==> config.mk <==
export PLATFORM = sky130hd
export DESIGN_NAME = bist_controller
export DESIGN_NICKNAME = d
export VERILOG_FILES = /design/src/rtl/bist_pkg.sv /design/src/rtl/bist_pattern_counter.sv /design/src/rtl/bist_controller.sv
export SDC_FILE = /design/constraint.sdc
export NUM_CORES = 1
export LEC_CHECK = 0
export ABC_AREA = 1
export CAP_MARGIN = 20
export CORE_ASPECT_RATIO = 0.6
export CORE_MARGIN = 4
export CORE_UTILIZATION = 30
export CTS_BUF_LIST = sky130_fd_sc_hd__clkbuf_4 sky130_fd_sc_hd__clkbuf_8
export CTS_CLUSTER_DIAMETER = 30
export DETAILED_ROUTE_END_ITERATION = 8
export GPL_TIMING_DRIVEN = 0
export SYNTH_ARGS = -nofsm -noshare
export SYNTH_HDL_FRONTEND = slang
export SYNTH_SLANG_ARGS = --single-unit
==> constraint.sdc <==
create_clock -name clock -period 1.53 [get_ports clock]
set_input_delay 0.153 -clock clock [delete_from_list [all_inputs] [get_ports clock]]
set_output_delay 0.153 -clock clock [all_outputs]
set_load 0.05 [all_outputs]
==> src/rtl/bist_pkg.sv <==
// Shared definitions for the full-adder BIST loop: sequencer states and
// the default signature width / golden signature used by TPG, MISR and
// the controller.
package bist_pkg;

    typedef enum logic [2:0] {
        IDLE    = 3'd0,
        CLEAR   = 3'd1,
        RUN     = 3'd2,
        COMPARE = 3'd3,
        DONE    = 3'd4
    } bist_state_t;

    localparam int          DEF_SIG_WIDTH  = 4;
    localparam logic [3:0]  DEF_GOLDEN_SIG = 4'b1011;

endpackage

==> src/rtl/bist_pattern_counter.sv <==
// Clearable, enabled up-counter of applied patterns. term flags the last
// RUN cycle (count == NUM_PATTERNS-1) so the sequencer can leave RUN.
module bist_pattern_counter #(
    parameter int NUM_PATTERNS = 8,
    parameter int CNT_WIDTH    = 4
) (
    input  logic                 clock,
    input  logic                 reset,
    input  logic                 clr,
    input  logic                 en,
    output logic [CNT_WIDTH-1:0] count,
    output logic                 term
);

    // Clear wins over enable so an abort during RUN lands on zero.
    always_ff @(posedge clock or negedge reset) begin
        if (!reset)   count <= '0;
        else if (clr) count <= '0;
        else if (en)  count <= count + 1'b1;
    end

    assign term = (count == CNT_WIDTH'(NUM_PATTERNS - 1));

endmodule

==> src/rtl/bist_controller.sv <==
// BIST sequencer: CLEAR (seed TPG, clear MISR) -> RUN for NUM_PATTERNS
// cycles -> COMPARE (sample MISR signature) -> DONE with pass/fail.
// Every output is registered from the next state, so outputs reflect the
// state the FSM is in during that cycle.
module bist_controller
    import bist_pkg::*;
#(
    parameter int                    NUM_PATTERNS = 8,
    parameter int                    SIG_WIDTH    = DEF_SIG_WIDTH,
    parameter logic [SIG_WIDTH-1:0]  GOLDEN_SIG   = SIG_WIDTH'(DEF_GOLDEN_SIG),
    parameter int                    CNT_WIDTH    = 4
) (
    input  logic                 clock,
    input  logic                 reset,
    input  logic                 start,
    input  logic                 abort,
    input  logic [SIG_WIDTH-1:0] signature,
    output logic                 bist_mode,
    output logic                 tpg_clr,
    output logic                 tpg_en,
    output logic                 misr_clr,
    output logic                 misr_en,
    output logic [CNT_WIDTH-1:0] pattern_cnt,
    output logic                 busy,
    output logic                 done,
    output logic                 pass,
    output logic                 fail
);

    bist_state_t state, state_next;
    logic        cnt_clr, cnt_en, cnt_term;
    logic        sig_match;
    logic        bist_mode_d, clr_d, en_d, busy_d, done_d, pass_d, fail_d;

    // Counter restarts whenever the run is (re)entered or abandoned; it
    // advances only on edges taken while in RUN, so it reads NUM_PATTERNS
    // from COMPARE onward.
    assign cnt_clr = (state_next == IDLE) || (state_next == CLEAR);
    assign cnt_en  = (state == RUN);

    bist_pattern_counter #(
        .NUM_PATTERNS (NUM_PATTERNS),
        .CNT_WIDTH    (CNT_WIDTH)
    ) u_cnt (
        .clock (clock),
        .reset (reset),
        .clr   (cnt_clr),
        .en    (cnt_en),
        .count (pattern_cnt),
        .term  (cnt_term)
    );

    assign sig_match = (signature == GOLDEN_SIG);

    // State and registered outputs.
    always_ff @(posedge clock or negedge reset) begin
        if (!reset) begin
            state     <= IDLE;
            bist_mode <= 1'b0;
            tpg_clr   <= 1'b0;
            misr_clr  <= 1'b0;
            tpg_en    <= 1'b0;
            misr_en   <= 1'b0;
            busy      <= 1'b0;
            done      <= 1'b0;
            pass      <= 1'b0;
            fail      <= 1'b0;
        end else begin
            state     <= state_next;
            bist_mode <= bist_mode_d;
            tpg_clr   <= clr_d;
            misr_clr  <= clr_d;
            tpg_en    <= en_d;
            misr_en   <= en_d;
            busy      <= busy_d;
            done      <= done_d;
            pass      <= pass_d;
            fail      <= fail_d;
        end
    end

    // Next-state: abort beats everything; start only matters when idle/done.
    always_comb begin
        state_next = state;
        case (state)
            IDLE:    if (start) state_next = CLEAR;
            CLEAR:   state_next = RUN;
            RUN:     if (cnt_term) state_next = COMPARE;
            COMPARE: state_next = DONE;
            DONE:    if (start) state_next = CLEAR;
            default: state_next = IDLE;
        endcase
        if (abort) state_next = IDLE;
    end

    // Output values for the cycle spent in state_next.
    always_comb begin
        bist_mode_d = (state_next == CLEAR) || (state_next == RUN) ||
                      (state_next == COMPARE);
        busy_d      = bist_mode_d;
        clr_d       = (state_next == CLEAR);
        en_d        = (state_next == RUN);
        done_d      = (state_next == DONE);
        pass_d      = pass;
        fail_d      = fail;
        if (state_next != DONE) begin
            pass_d = 1'b0;
            fail_d = 1'b0;
        end else if (state == COMPARE) begin
            pass_d = sig_match;
            fail_d = !sig_match;
        end
    end

endmodule

* After elaboration in Yosys (flattened, before gate mapping)
Index checks and enable logic that the tools add are counted.
** Word-level totals
- Bits in registers :: 13
- Bits in latches :: 0
- Memory bits (writable) :: 0
- Bits in read-only memories :: 0
- Output and inout port bits :: 13
- Word-level logic and storage cells :: 39
- Memories kept :: 0
** Cells by class
- Add/sub/neg operators :: 1
- $mul :: 0
- Divide/modulo/power cells :: 0
- Magnitude comparators :: 0
- Equality and inequality tests :: 11
- Shift operators :: 0
- Muxes and demuxes :: 10
- Bitwise gates (word level) :: 0
- Reductions and logical operators :: 9
** Operators with widths (count)
- 3-bit by 2-bit == test with 1-bit output, second input constant :: 4
- 3-bit one-hot mux with 4 select lines :: 1
- 3-bit two-way mux :: 3
- 4-bit two-way mux :: 2
- 3-bit by 1-bit == test with 1-bit output, second input constant :: 2
- 3-bit == test, second input constant :: 2
- 3-bit logical NOT :: 2
- 4-bit by 1-bit adder with 4-bit output, second input constant :: 1
- 4-bit by 3-bit == test with 1-bit output, second input constant :: 1
- 4-bit == test, second input constant :: 1
- 1-bit two-way mux :: 4
- 2-bit nonzero test :: 2
- 1-bit logical OR :: 3
- 3-bit inequality test, second input constant :: 1
- 2-bit OR reduction :: 1
- 1-bit logical NOT :: 1

* Logic depth before layout (Yosys ltp)
Gate-level depths: netlist (run 1).
- Depth in word-level cells :: 7
- Depth in mapped cells :: 8
- Mapped depth without buffers :: 8

* Cells and area by module
Synthesis (run 1) repeated with hierarchy kept, for this count alone.
** Unflattened totals
- Cells, all modules :: 74
- Area total of the unflattened synthesis :: 621.8 um^2
** Modules (own cells, without submodules)
- bist_controller :: times used 1, cells an instance 49, area an instance 414.1 um^2, sequential area each 225.2 um^2
- bist_pattern_counter :: times used 1, cells an instance 25, area an instance 207.7 um^2, sequential area each 100.1 um^2

* Worst setup path after synthesis (run 1)
No wires, ideal clock.
- Path kind :: flip-flop to flip-flop
- Start point :: register u_cnt.count[0]
- End point :: register busy
- Setup time :: 118 ps
- Data arrival time :: 1243 ps
- Required time :: 1412 ps
- Setup slack :: 170 ps
- Cell stages (with the launch flop) :: 8
- Path buffers :: 0
- Period minus slack after synthesis :: 1360 ps
- Cell sequence :: dfrtp_1 ha_1 nand3_1 nand2_1 nand2_1 nand2_1 nand2_1 nand2_1
** Between the ends
- Cells in the longest elaborated chain, start to end :: 7
- Elaborated cells between the ends (all ways) :: 9
- Those cells by class :: eq/ne (4); mux (3); reduce/logical (2)
** Ends and longest elaborated chain
- from (decl) :: RTL line bist_pattern_counter.sv:11 : output logic [CNT_WIDTH-1:0] count,
- from (signal assigned) :: RTL line bist_pattern_counter.sv:19 : else if (en) count <= count + 1'b1;
- 4-bit by 3-bit == test with 1-bit output (*) :: RTL line bist_pattern_counter.sv:22 : assign term = (count == CNT_WIDTH'(NUM_PATTERNS - 1));
- 3-bit two-way mux (*) :: RTL line bist_controller.sv:88 : RUN: if (cnt_term) state_next = COMPARE;
- 3-bit one-hot mux with 4 select lines (*) :: RTL line bist_controller.sv:85 : case (state)
- 3-bit two-way mux (*) :: RTL line bist_controller.sv:93 : if (abort) state_next = IDLE;
- 3-bit by 1-bit == test with 1-bit output / 3-bit by 2-bit == test with 1-bit output (equally long branches) :: RTL line bist_controller.sv:98 : bist_mode_d = (state_next == CLEAR) || (state_next == RUN) ||
- 1-bit logical OR :: RTL line bist_controller.sv:98
- 1-bit logical OR (*) :: RTL line bist_controller.sv:98
- via bist_mode_d :: RTL line bist_controller.sv:33 : logic bist_mode_d, clr_d, en_d, busy_d, done_d, pass_d, fail_d;
- to (signal assigned) :: RTL line bist_controller.sv:75 : busy <= busy_d;
- to (decl) :: RTL line bist_controller.sv:24 : output logic busy,
Mark *: on every way through the listed nets, which the timed path passes. The rest lies on a longest branch.
A chain may end at the register's enable or synchronous reset.

* Worst setup path in the final report (run 1)
- Start point :: register u_cnt.count[0]
- End point :: output port pattern_cnt[0]
** RTL lines
- to (decl) :: RTL line bist_controller.sv:23 : output logic [CNT_WIDTH-1:0] pattern_cnt,
No word-level cell between the ends.

==> results.toml, run 1 <==
[layout]
fill_cells = 202
multiInputGateArea_um2 = 264
areaGrowthSynthToFinish_pct = 40.3
antennaDiodeCount = 0
seq_area_um2 = 325
drive_gt1_frac = 0.170
nets = 116
stdcell_count = 134

[synth]
ys_ff_latch = 13
syn_area_um2 = 673
syn_area_per_cell_um2 = 8.21
synth_nets = 91
ys_seq_area_frac = 0.483
synth_cells = 82
synth.distinct_cells = 19
yosysWarnings = 0

[sta]
rsz0062_at_grt = "false"
timing.final.crit_share = 0.886
setup_viol = 0
tightest_slew_ns = 0.583
drv_slew = 0
hold_violations = 0
setup_tns_ns = 0
fin_ws_ns = 0.175
fmax_ghz = 0.738
fin_crit_ns = 1.36
slew_headroom = 0.610
skew_ns = 0.000568

[place]
hpwlAfterDp_um = 1140
post-place-ws_ns = 0.146
place.gp.congestion = 0.781
numPortBuffers = 20
placed_cells = 130

[worst_setup_path]
crit_buf_inv = 1
critPathTopFamily = "buffers and inverters"
crit_slowest_cell = "dlygate4sd2_1"
worstPathArrival_ns = 1.20
end_kind = "output port"
setup.worst_path.start_class = "register"
timing_worst_setup_path_type = "register to output port"
crit_path_max_fanout = 4
worstPathRequired_ns = 1.38
max_stage_delay_ns = 0.55
worstPathCellList = "dlygate4sd2_1"

[clock_network]
htree_levels = 1
cts_buffer_depth = 2
clk_latency_ns = 0.24
post-cts-setup-buffer-count = 0
cts_tree = "yes"
numCtsBuffers = 3
clock-sinks = 13
cts_root_buf = "clkbuf_8"
clkTransAtPathRegs_ns = 0.05

[status]
status = "completed"

[global_routing]
grt_use_met2 = 0.167
grt-busiest-layer = "met2"
antenna_found_initial = 0
grt_pass1_vias = 573
grt.overflow.total = 0
grtUsageMet1 = 0.129
grt_use_met3 = 0.0467
grtUsageTotal = 0.102
grt_max_degree = 14
grt_pass1_wl_um = 2440

[floorplan]
rows = 12
initial_utilization = 0.340
die_y_um = 44.7
die-width_um = 69.2
die_area_um2 = 3090
core_area_um2 = 1980
io_pins = 21

[pwr]
leakage_nw = 0.564
peakVddDrop_uv = 522
finalPower_mw = 0.866
powerDensity_nw_per_um2 = 916

[flow_run]
drv_cap = 0

[route]
final_antenna_net_count = 0
drcViolationCount = 0
viasPerCell = 4.25
drtIter0Drc = 11
vias = 569
post_drt_wl_per_cell_um = 10.4
routed_wl_um = 1390
first_pass_iters = 4

[hold_path]
hold_path_class = "input port to asynchronous set/reset pin"
[path summary, 6_finish.rpt]
path	startpoint	endpoint	depth (start not counted)	slack, ns
min in group clock	pass$_DFFE_PN0P_	pass$_DFFE_PN0P_	2	0.55
worst min-delay path	reset	u_cnt.count[2]$_DFFE_PN0P_	1	0.29
worst max-delay path	u_cnt.count[0]$_DFFE_PN0P_	pattern_cnt[0]	1	0.17
max in group asynchronous	reset	pass$_DFFE_PN0P_	1	0.86
worst max register to register	u_cnt.count[0]$_DFFE_PN0P_	busy$_DFF_PN0_	7	0.33
worst min register to register	pass$_DFFE_PN0P_	pass$_DFFE_PN0P_	2	0.55
[power breakdown]
part           total (mW)  internal [mW]  switching [mW]
logic               0.177         0.0603           0.117
registers           0.371          0.358          0.0133
clock network       0.318          0.201           0.116
[placed cells by master (no fill, tap or decap)]
cell type and count:
nand2_4 1, xor2_1 1, dlymetal6s2s_1 1, buf_4 3
nor2_2 1, ha_1 1, clkbuf_4 1, clkdlybuf4s50_1 7
nor2_1 7, nand3b_1 2, dfrtp_1 13, o21ai_0 1
clkbuf_8 3, nor2_4 1, inv_1 12, nand2_1 22
nand3_1 5, nand2_2 3, o21ai_1 1, a21oi_2 2
inv_2 2, dlygate4sd2_1 12, inv_6 1, nand4_1 3
[registers in the layout, indices dropped and copies added (netlist names)]
signal	count
busy	1
done	1
fail	1
misr_clr	1
misr_en	1
pass	1
state	3
u_cnt.count	4
[cell type report]
type | instances | area share
well taps | 28 | 0.0371
clock buffers | 4 | 0.0517
plain buffers | 3 | 0.0238
repair buffers | 20 | 0.199
multi-input cells | 51 | 0.279
inverters | 15 | 0.0649
flip-flops and latches | 13 | 0.344
[cell usage after synthesis]
library cell / n / area share
nand2_1: 22 / 0.12
dfrtp_1: 13 / 0.48
inv_1: 12 / 0.067
nor2_1: 7 / 0.039
nand3_1: 5 / 0.037
buf_4: 3 / 0.033
nand2_2: 3 / 0.028
nand4_1: 3 / 0.028
a21oi_2: 2 / 0.026
inv_2: 2 / 0.011
nand3b_1: 2 / 0.022
ha_1: 1 / 0.019
inv_6: 1 / 0.013
nand2_4: 1 / 0.017
nor2_2: 1 / 0.0093
nor2_4: 1 / 0.017
o21ai_0: 1 / 0.0074
o21ai_1: 1 / 0.0074
xor2_1: 1 / 0.013
[through the flow]
stage	utilization	hold WS, ns	cell area, µm²
finish	0.477	0.285	945
global placement	0.458	0.533	908
CTS	0.475	0.309	942
detailed placement	0.458	0.556	908
floorplan	-	-0.143	673
global route	0.477	0.332	945
[worst reg2reg max path, delay by kind of cell (launching register included)]
family        cells  cell delay, ns
fa+ha+maj         1            0.26
flops             1            0.42
simple gates      6            0.41
[layer usage]
layer / vias to the layer above / part of all wire
li1: 299 / -
met5: - / 0
met3: 0 / 0.051
met2: 12 / 0.45
met1: 258 / 0.50
met4: 0 / 0
[repair_timing]
| action | in CTS | in global routing |
|---|---|---|
| hold buffers | 0 | 0 |
| endpoints found under the setup margin | 12 | 1 |
| resized for setup | 12 | 1 |
[logic make-up after synthesis]
| family | share of synthesized area |
|---|---|
| compound gates | 0.0409 |
| buf+inv | 0.125 |
| simple gates | 0.320 |
| flops | 0.483 |
| fa+ha+maj | 0.0186 |
| xor+xnor | 0.0130 |
Note: power is estimated with default switching activity, not from simulation.
==> inputs of run 2 (changes only) <==
- clock period: 1.53 -> 1.7 ns (I/O delays scaled with it)
==> run 2 against run 1 <==
Sequential share of layout area shrank 0.54 points. Via count is 0.53% higher. Sequential power decreased by 10%. Register-to-register slack better by 0.16 ns. Total power is 8.8% lower. Core utilization increased by 0.76 points. Largest cell class unchanged.
==> results.toml, run 2 (same netlist as run 1, synthesis figures left out) <==
[clock_network]
clk_latency_ns = 0.24
clock-sinks = 13
ctsHoldBuffers = 0
cts_tree = "yes"
cts_buffer_depth = 2
clkTransAtPathRegs_ns = 0.05
cts_resized = 0
numCtsBuffers = 3
cts_root_buf = "clkbuf_8"
htree_levels = 1
post-cts-setup-buffer-count = 0

[pwr]
peakVddDrop_uv = 473
power_frac_comb = 0.215
intPower_mw = 0.567
powerDensity_nw_per_um2 = 823
seq_power_share = 0.423
leakage_nw = 0.514
p_sw_mw = 0.222
clkPwrFrac = 0.362
finalPower_mw = 0.790
switching_share = 0.282

[floorplan]
die_area_um2 = 3090
initial_utilization = 0.340
die_y_um = 44.7
io_pins = 21
rows = 12
core_area_um2 = 1980
die-width_um = 69.2

[global_routing]
antenna_found_initial = 0
grt_pass1_vias = 573
grt_pass1_wl_um = 2440
grt_max_degree = 14
grt.overflow.total = 0
grtUsageTotal = 0.102

[place]
hpwlAfterDp_um = 1140
dpl_cell_area_um2 = 908
numPortBuffers = 20
placed_cells = 130
place.gp.congestion = 0.781
post-place-ws_ns = 0.299

[route]
drtIter0Drc = 11
drcViolationCount = 0
final_antenna_net_count = 0
routed_wl_um = 1390
vias = 572
first_pass_iters = 4
post_drt_wl_per_cell_um = 10.4
viasPerCell = 4.27

[worst_setup_path]
critPathTopFamily = "buffers and inverters"
r2r_cells = 7
rrSetupSlack_ns = 0.49
timing_worst_setup_path_type = "register to output port"
crit_buf_inv = 1
crit_slowest_cell = "clkdlybuf4s50_1"
end_kind = "output port"
max_stage_delay_ns = 0.83
crit_path_max_fanout = 4
setup.worst_path.start_class = "register"
r2r-end = "busy$_DFF_PN0_"
worstPathArrival_ns = 1.49
worstPathCellList = "clkdlybuf4s50_1"
r2r-start = "u_cnt.count[0]$_DFFE_PN0P_"
worstPathRequired_ns = 1.53
critPathLaunch = "u_cnt.count[0]$_DFFE_PN0P_"

[status]
status = "completed"

[layout]
antennaDiodeCount = 0
fill_cells = 198
final_core_util = 0.484
largest_register = "u_cnt.count"
nets = 116
areaGrowthSynthToFinish_pct = 42.6
stdcell_count = 134
final_area_um2 = 960
largest_register_ffs = 4
layout_common_cells = "nand2_1, clkdlybuf4s50_1, dfrtp_1"
final_common_cell = "nand2_1"
drive_gt1_frac = 0.170
reg_top3 = "u_cnt.count: 4 flops, state: 3 flops"

[sta]
slew_headroom = 0.611
hold_violations = 0
fmax_ghz = 0.604
setup_viol = 0
tightest_slew_ns = 0.582
drv_slew = 0
skew_ns = 0.000558
rsz0062_at_grt = "false"
timing.final.crit_share = 0.974
holdWs_ns = 0.302
fin_ws_ns = 0.0443
setup_tns_ns = 0
fin_crit_ns = 1.66

[hold_path]
hold_path_class = "input port to asynchronous set/reset pin"

[flow_run]
drv_cap = 0
-- run 2: changes by cell type in the layout (fill, tap and decap cells not counted), sizes merged --
cell	before	now
clkdlybuf4s50	7	19
dlygate4sd2	12	0
-- run 2: metal layers --
layer | wire length (µm) | GRT usage | vias to the layer above
met5 | 0 | 0 | -
met4 | 0 | 0.0117 | 0
met3 | 64 | 0.0467 | 0
met2 | 629 | 0.167 | 12
met1 | 697 | 0.129 | 261
li1 | - | - | 299
-- run 2: cell type report --
type	count	area, µm²	area share
Inverter	15	61.3	0.0639
Sequential cell	13	325	0.339
Clock buffer	4	48.8	0.0508
Tap cell	28	35.0	0.0365
Buffer	3	22.5	0.0235
Multi-Input combinational cell	51	264	0.275
Timing Repair Buffer	20	203	0.211
-- run 2: how the worst max path moves through the flow --
stage                     end  slack (ns)  cells past startpoint
6_report       pattern_cnt[0]        0.04                      1
5_1_grt        pattern_cnt[0]       0.004                      1
4_1_cts        pattern_cnt[2]        0.03                      1
3_5_place_dp   pattern_cnt[2]        0.30                      1
3_3_place_gp   pattern_cnt[2]        0.30                      1
2_1_floorplan  busy$_DFF_PN0_        0.34                      7
-- run 2: power groups by stage --
| stage | clock (mW) | sequential, mW | combinational, mW |
|---|---|---|---|
| 2_1_floorplan | 0 | 0.366 | 0.0810 |
| 3_3_place_gp | 0 | 0.339 | 0.170 |
| 3_5_place_dp | 0 | 0.339 | 0.171 |
| 4_1_cts | 0.296 | 0.334 | 0.171 |
| 5_1_grt | 0.314 | 0.336 | 0.183 |
| 6_report | 0.286 | 0.334 | 0.170 |
